==> src/rtl/alu_exec_stage.sv <==
`default_nettype none
// ============================================================================
// Module   : alu_exec_stage
// Purpose  : Two-stage execute pipeline. E1 holds the operands of an accepted
//            operation, a combinational 2-bit-function ALU (ADD/SUB/MUL/SLT)
//            evaluates them, and E2 holds the result presented to writeback.
//            Valid/ready flow control on both sides supports full throughput
//            with back-pressure, and operands are forwarded from E1 (live ALU
//            output) and E2 so dependent back-to-back operations never stall.
// Ports    : clk, rst              - clock, synchronous active-high reset
//            in_valid / in_ready   - upstream handshake (decode/register-read)
//            in_func               - 00 ADD, 01 SUB, 10 MUL, 11 SLT
//            in_rd, in_rs1, in_rs2 - destination and source register indices
//            in_data1, in_data2    - register-file read data for rs1/rs2
//            out_valid / out_ready - downstream handshake (writeback)
//            out_rd, out_result    - destination and result being presented
//            op_count              - completed output transfers, mod 2^16
// Revision : 1.0 - initial release
// ============================================================================
module alu_exec_stage #(
    parameter int DATA_W = 16,
    parameter int REG_AW = 3
) (
    input  logic              clk,
    input  logic              rst,
    input  logic              in_valid,
    output logic              in_ready,
    input  logic [1:0]        in_func,
    input  logic [REG_AW-1:0] in_rd,
    input  logic [REG_AW-1:0] in_rs1,
    input  logic [REG_AW-1:0] in_rs2,
    input  logic [DATA_W-1:0] in_data1,
    input  logic [DATA_W-1:0] in_data2,
    output logic              out_valid,
    input  logic              out_ready,
    output logic [REG_AW-1:0] out_rd,
    output logic [DATA_W-1:0] out_result,
    output logic [15:0]       op_count
);

    localparam logic [1:0] c_FUNC_ADD = 2'b00;
    localparam logic [1:0] c_FUNC_SUB = 2'b01;
    localparam logic [1:0] c_FUNC_MUL = 2'b10;
    localparam logic [1:0] c_FUNC_SLT = 2'b11;

    // ------------------------------------------------------------------------
    // Pipeline registers
    // ------------------------------------------------------------------------
    logic              r_e1_valid;
    logic [1:0]        r_e1_func;
    logic [REG_AW-1:0] r_e1_rd;
    logic [DATA_W-1:0] r_e1_op_a;
    logic [DATA_W-1:0] r_e1_op_b;

    logic              r_e2_valid;
    logic [REG_AW-1:0] r_e2_rd;
    logic [DATA_W-1:0] r_e2_result;

    logic [15:0]       r_op_count;

    // ------------------------------------------------------------------------
    // Combinational control and datapath
    // ------------------------------------------------------------------------
    logic              w_e2_take;
    logic              w_e1_take;
    logic              w_accept;
    logic              w_out_fire;
    logic [DATA_W-1:0] w_alu_result;
    logic [DATA_W-1:0] w_fwd_a;
    logic [DATA_W-1:0] w_fwd_b;

    // E2 can load whenever it is empty or its content leaves this cycle; E1
    // can load whenever it is empty or it moves into E2. This chains ready
    // straight through from out_ready so a released stall costs no bubble.
    assign w_e2_take  = !r_e2_valid || out_ready;
    assign w_e1_take  = !r_e1_valid || w_e2_take;
    assign w_accept   = in_valid && w_e1_take;
    assign w_out_fire = r_e2_valid && out_ready;

    assign in_ready   = w_e1_take;
    assign out_valid  = r_e2_valid;
    assign out_rd     = r_e2_rd;
    assign out_result = r_e2_result;
    assign op_count   = r_op_count;

    // ALU: all arithmetic wraps to DATA_W bits; SLT is an unsigned compare.
    always_comb begin
        w_alu_result = '0;
        case (r_e1_func)
            c_FUNC_ADD: w_alu_result = r_e1_op_a + r_e1_op_b;
            c_FUNC_SUB: w_alu_result = r_e1_op_a - r_e1_op_b;
            c_FUNC_MUL: w_alu_result = r_e1_op_a * r_e1_op_b;
            c_FUNC_SLT: w_alu_result = {{(DATA_W-1){1'b0}}, (r_e1_op_a < r_e1_op_b)};
            default:    w_alu_result = '0;
        endcase
    end

    // Operand selection for one source. E1 is checked before E2 because it
    // holds the younger producer of any register both stages target. An E2
    // entry still forwards on the edge it retires, since its contents are
    // valid until that edge. Register 0 short-circuits first, so an entry
    // whose rd is 0 can never be matched.
    function automatic logic [DATA_W-1:0] select_operand(
        input logic [REG_AW-1:0] rs,
        input logic [DATA_W-1:0] rf_data
    );
        logic [DATA_W-1:0] v_op;
        if (rs == '0) begin
            v_op = '0;
        end else if (r_e1_valid && (r_e1_rd == rs)) begin
            v_op = w_alu_result;
        end else if (r_e2_valid && (r_e2_rd == rs)) begin
            v_op = r_e2_result;
        end else begin
            v_op = rf_data;
        end
        return v_op;
    endfunction

    always_comb begin
        w_fwd_a = select_operand(in_rs1, in_data1);
        w_fwd_b = select_operand(in_rs2, in_data2);
    end

    // ------------------------------------------------------------------------
    // E1 stage register
    // ------------------------------------------------------------------------
    always_ff @(posedge clk) begin
        if (rst) begin
            r_e1_valid <= 1'b0;
            r_e1_func  <= 2'b00;
            r_e1_rd    <= '0;
            r_e1_op_a  <= '0;
            r_e1_op_b  <= '0;
        end else if (w_accept) begin
            r_e1_valid <= 1'b1;
            r_e1_func  <= in_func;
            r_e1_rd    <= in_rd;
            r_e1_op_a  <= w_fwd_a;
            r_e1_op_b  <= w_fwd_b;
        end else if (w_e2_take) begin
            // Content moved to E2 and nothing replaced it.
            r_e1_valid <= 1'b0;
        end
    end

    // ------------------------------------------------------------------------
    // E2 stage register
    // ------------------------------------------------------------------------
    always_ff @(posedge clk) begin
        if (rst) begin
            r_e2_valid  <= 1'b0;
            r_e2_rd     <= '0;
            r_e2_result <= '0;
        end else if (w_e2_take) begin
            r_e2_valid  <= r_e1_valid;
            r_e2_rd     <= r_e1_rd;
            r_e2_result <= w_alu_result;
        end
    end

    // ------------------------------------------------------------------------
    // Completed-transfer counter (wraps naturally at 16 bits)
    // ------------------------------------------------------------------------
    always_ff @(posedge clk) begin
        if (rst) begin
            r_op_count <= 16'd0;
        end else if (w_out_fire) begin
            r_op_count <= r_op_count + 16'd1;
        end
    end

endmodule
`default_nettype wire

==> config.mk <==
export PLATFORM = sky130hd
export DESIGN_NAME = alu_exec_stage
export DESIGN_NICKNAME = d
export VERILOG_FILES = /design/src/rtl/alu_exec_stage.sv
export SDC_FILE = /design/constraint.sdc
export NUM_CORES = 1
export LEC_CHECK = 0
export BUFFER_PORTS_ARGS = -buffer_cell sky130_fd_sc_hd__buf_2
export CORE_MARGIN = 2
export CORE_UTILIZATION = 45
export CTS_CLUSTER_DIAMETER = 40
export DETAILED_ROUTE_END_ITERATION = 6
export PLACE_DENSITY_LB_ADDON = 0.3
export SYNTH_ARGS = -nofsm -noshare
export SYNTH_HDL_FRONTEND = slang
export SYNTH_SLANG_ARGS = --single-unit
==> constraint.sdc <==
create_clock -name clk -period 12.2 [get_ports clk]
set_clock_uncertainty 0.1 [all_clocks]
set_input_delay 0.61 -clock clk [delete_from_list [all_inputs] [get_ports clk]]
set_output_delay 0.61 -clock clk [all_outputs]
set_load 0.05 [all_outputs]
## After elaboration in Yosys (flattened, before gate mapping)

Cells that the tools add are included.

| operators by class | value |
|---|---|
| add/sub/neg operators | 3 |
| multiply operators | 1 |
| magnitude comparators | 1 |
| eq/ne operators | 7 |
| mux-type cells | 9 |
| reductions and logical operators | 14 |

Operators by type and width:

| operator | number |
|---|---|
| two-way mux 16 bit | 6 |
| one-hot mux 16 bit (4 select lines) | 1 |
| adder 16 x 1 -> 16 bit, second input constant | 1 |
| adder 16 bit | 1 |
| less-than comparator 16 bit | 1 |
| multiplier 16 x 16 -> 16 bit | 1 |
| subtractor 16 bit | 1 |
| equality test 3 bit | 4 |
| logical AND 1 bit | 6 |
| logical NOT 3 bit | 2 |
| equality test 2 bit, second input constant | 2 |
| equality test 2 x 1 -> 1 bit, second input constant | 1 |
| logical NOT 1 bit | 2 |
| logical NOT 2 bit | 1 |
| logical OR 1 bit | 2 |
| two-way mux 1 bit | 2 |
| nonzero test 2 bit | 1 |

| storage, ports and cells | value |
|---|---|
| register bits after elaboration | 74 |
| input bits | 47 |
| output and inout port bits | 37 |
| logic and storage cells | 44 |

## Longest topological paths before layout

| logic depth | value |
|---|---|
| depth after elaboration | 5 |
| gate-level depth with buffers | 23 |
| mapped depth without buffers | 22 |

## Least setup slack after synthesis

No wires, ideal clock.

| timing | value |
|---|---|
| path type | register to register |
| start point | register r_e1_op_b[1] |
| end point | register r_e1_op_a[15] |
| setup time | 117 ps |
| arrival time | 5,435 ps |
| data required time | 11,983 ps |
| slack | 6,548 ps |
| stages on the path, launching flop included | 21 |
| buffers on the path | 1 |
| period minus slack after synthesis | 5,652 ps |
| path through | dfxtp_1 -> clkbuf_1 -> and2_1 -> fa_1 -> inv_1 -> fa_1 -> inv_1 -> fa_1 -> fa_1 -> inv_1 -> fa_1 -> fa_1 -> xor2_1 -> xnor2_1 -> xnor2_1 -> xnor2_1 -> xnor3_1 -> xor2_1 -> a211oi_2 -> nand2_1 -> a32o_1 |

| on the way | value |
|---|---|
| word-level cells in the longest chain between the ends | 4 |
| elaborated cells between the ends (all ways) | 6 |
| those cells by class | 2 x add/sub; 1 x mul; 3 x mux |

RTL lines:

| element | line | text |
|---|---|---|
| from (decl) | 53 | `logic [DATA_W-1:0] r_e1_op_b;` |
| from (signal assigned) | 140 | `r_e1_op_b <= w_fwd_b;` |
| multiplier 16 x 16 -> 16 bit, or another cell as far along | 92 | `c_FUNC_MUL: w_alu_result = r_e1_op_a * r_e1_op_b;` |
| one-hot mux 16 bit (4 select lines) (*) | 89 | `case (r_e1_func)` |
| two-way mux 16 bit (*) | 110 | `end else if (r_e1_valid && (r_e1_rd == rs)) begin` |
| two-way mux 16 bit (*) | 108 | `if (rs == '0) begin` |
| to (signal assigned) | 139 | `r_e1_op_a <= w_fwd_a;` |
| to (decl) | 52 | `logic [DATA_W-1:0] r_e1_op_a;` |

Mark *: on every way between the ends. The rest lies on a longest branch, timed or not.
A chain may end at the register's enable or synchronous reset.

## Final worst setup path

| timing | value |
|---|---|
| start point | register r_e1_op_a[3] |
| end point | register r_e1_op_b[15] |

| on the way | value |
|---|---|
| word-level cells in the longest chain between the ends | 4 |
| elaborated cells between the ends (all ways) | 6 |
| those cells by class | 2 x add/sub; 1 x mul; 3 x mux |

RTL lines:

| element | line |
|---|---|
| multiplier 16 x 16 -> 16 bit, or another cell as far along | 92 |
| one-hot mux 16 bit (4 select lines) (*) | 89 |
| two-way mux 16 bit (*) | 110 |
| two-way mux 16 bit (*) | 108 |

Marked as above.

==> qor.yml <==
sta:
  grt_setup_unrepaired: "false"
  post-route-period-util_pct: 52.9
  finalWorstSetupSlack_ns: 5.75
  setup_viol: 0
  slew_violations: 0
  slew_headroom_pct: 18.3
  tightest_slew_ns: 1.23
  layout_min_cycle_time_ns: 6.45
  fin_hold_ws_ns: 0.397
  hold_viol: 0
  setup_tns_ns: 0
  fmax_mhz: 155
clock_tree:
  clk_pin_slew_ns: 0.06
  cts_buffers: 9
  clock_sinks: 74
  htreeDepth: 3
  worstSkewPairLatency_ns: 0.34
  cts_tree: "yes"
  cts-root-buf: "clkbuf_16"
  cts_setup_buffers: 0
  postCtsHoldBufs: 0
  clockBufferDepth: 2
  cts_resized: 0
setup_path:
  crit_fanout: 15
  rr_worst_depth: 21
  timing.rr.end: "r_e1_op_b[15]"
  crit_required_ns: 12.33
  cp-startpoint: "r_e1_op_a[3]"
  setup.worst_path.class: "reg2reg"
  reg2reg_from: "r_e1_op_a[3]"
  endpoint: "r_e1_op_b[15]"
  start_kind: "flop"
  arrival_ns: 6.58
  critPathCaptureType: "flop"
  r2r_setup_slack_ns: 5.75
final_layout:
  drive_gt1_share_pct: 11.3
  layout_common_cells: "160 x nand2_1, 142 x inv_1, 83 x nor2_1, 83 x buf_2, 82 x fa_1"
  area_growth_syn_to_layout_pct: 8.38
  final_nets: 1364
  postLayoutCoreUtil_pct: 49.4
  final_common_cell: "nand2_1"
  n_antenna_cell: 0
  nFillCells: 1928
outcome:
  status: "complete, no violations"
synth:
  avgSynthCellArea_um2: 8.25
  ys_types: 77
  yosysSeqAreaShare_pct: 16.2
  syn-num-nets: 1321
  synth_area_um2: 9160
  ys_ff_latch: 74
  synth-main-ff-cell: "dfxtp_1"
  synth_edf_count: 0
  syn_inst: 1111
  synthArstFlopShare_pct: 0
  yosys_warnings: 0
power_and_ir_drop:
  power.density_nw_per_um2: 87.6
  p_leak_nw: 4.72
  seqPwrFrac_pct: 34.0
  p_sw_share_pct: 36.6
  fin_total_pwr_mw: 0.870
  vdd_ir_drop_max_mv: 0.0991
  comb_power_share_pct: 32.5
  p_switching_mw: 0.319
  p_clk_share_pct: 33.5
  p_int_mw: 0.552
floorplan:
  io_pins: 84
  die_y_um: 147
  start_util_pct: 45.6
  core-area_um2: 20100
  die_x_um: 147
  row_count: 52
  dieArea_um2: 21500
drt:
  route.vias.total: 7864
  drtAntennaViolNets: 0
  drtIter0Drc: 509
  drc_errors: 0
  routedWlPerCell_um: 17.6
  firstDrtPassIters: 5
  wirelength_mm: 25.2
  via_per_inst: 5.51
place:
  dp_slack_ns: 5.90
  portBuffers: 83
  dp_hpwl_mm: 19.3
  gp_congestion: 0.949
grt:
  grt_pass1_wl_mm: 41.0
  grt_max_degree: 54
  grt_pass1_vias: 7796
  antenna_found_initial: 0
  grt_overflow: 0
  grtUsageTotal_pct: 23.6
min_path:
  hp-class: "reg2reg"
  hold_path_depth: 1
flow_run:
  max-cap-violations: 0
## through the flow
stage               std cells  cell area (µm²)
global route             1428             9930
global placement         1413             9600
floorplan                1111             9160
CTS                      1428             9930
detailed placement       1413             9600
finish                   1428             9930
## power groups by stage
stage / Clock [mW] / Sequential (mW) / Combinational (mW)
finish: 0.292 / 0.296 / 0.283
global route: 0.302 / 0.299 / 0.312
CTS: 0.294 / 0.294 / 0.281
detailed placement: 0 / 0.299 / 0.279
global placement: 0 / 0.298 / 0.276
floorplan: 0 / 0.303 / 0.195
## logic make-up (layout without fill, tap and decap cells)
| kind of cell | count (synthesis) | count (layout) | synth area share [%] |
|---|---|---|---|
| compound gates | 189 | 189 | 14.8 |
| simple gates | 375 | 375 | 19.0 |
| fa+ha+maj | 163 | 163 | 29.0 |
| flops | 74 | 74 | 16.2 |
| buf+inv | 200 | 247 | 9.79 |
| xor+xnor | 74 | 74 | 7.22 |
| mux | 36 | 36 | 3.99 |
## cell usage after synthesis (all sizes together) (5+ instances only)
cell	instances	share of area, %
nand2	160	6.6
inv	144	5.9
nor2	85	3.5
fa	82	18
ha	81	11
dfxtp	74	16
a21oi	55	3.0
and2	55	3.8
xnor2	53	5.1
clkbuf	46	3.1
mux2i	32	3.5
o21ai	28	1.6
xor2	20	1.9
a211oi	18	1.5
a32o	16	1.7
nor3	16	0.93
o211ai	10	0.82
buf	9	0.76
nand3	8	0.44
nor2b	8	0.63
and3	7	0.48
nand2b	7	0.48
o21a	7	0.59
a32oi	6	0.57
nand4	6	0.41
o21bai	6	0.49
a21o	5	0.41
a22oi	5	0.46
a31oi	5	0.57
or2	5	0.34
## registers in the layout, indices dropped and copies added (netlist names), 2 cells and up
signal      count
r_e1_func       2
r_e1_rd         3
out_result     16
r_e1_op_a      16
out_rd          3
op_count       16
r_e1_op_b      16
## layout make-up
type                            instances  area (µm²)  share of cell area (%)
Tap cell                              270         338                    3.40
Sequential cell                        74        1480                    14.9
Clock buffer                           11         253                    2.55
Inverter                              145         544                    5.48
Timing Repair Buffer                   87         445                    4.49
Clock inverter                          4        75.1                   0.756
Multi-Input combinational cell        837        6790                    68.4
## worst max-delay path: stages (launching register included)
cell      delay [ns]
dfxtp_1         0.86
ha_1            0.36
inv_1           0.10
fa_1            0.46
fa_1            0.55
inv_1           0.04
ha_1            0.20
fa_1            0.43
ha_1            0.28
inv_1           0.04
fa_1            0.47
inv_1           0.04
ha_1            0.32
o21a_1          0.14
o31a_1          0.20
or4_4           0.15
a31oi_2         0.08
o31ai_1         0.63
xor2_1          0.18
a211oi_2        0.34
nand2_1         0.09
a32o_1          0.25
## worst min-delay path by stage
| stage | from | end | slack, ns |
|---|---|---|---|
| after floorplan | r_e1_op_b[15] | r_e1_op_b[15] | 0.36 |
| after global placement | op_count[15] | op_count[15] | 0.39 |
| after detailed placement | r_e1_op_b[15] | r_e1_op_b[15] | 0.39 |
| after CTS | r_e1_op_b[15] | r_e1_op_b[15] | 0.40 |
| after global routing | in_func[1] | r_e1_func[1] | 0.41 |
| final | r_e1_op_b[15] | r_e1_op_b[15] | 0.40 |
## routing by layer
metal | GRT usage, % | part of all wire [%] | vias to the layer above
met3 | 3.79 | 6.9 | 50
li1 | - | - | 3741
met1 | 32.8 | 45 | 3789
met4 | 7.48 | 2.9 | 0
met5 | 0 | 0 | -
met2 | 37.8 | 45 | 284
Note: power is estimated with default switching activity, not from simulation.
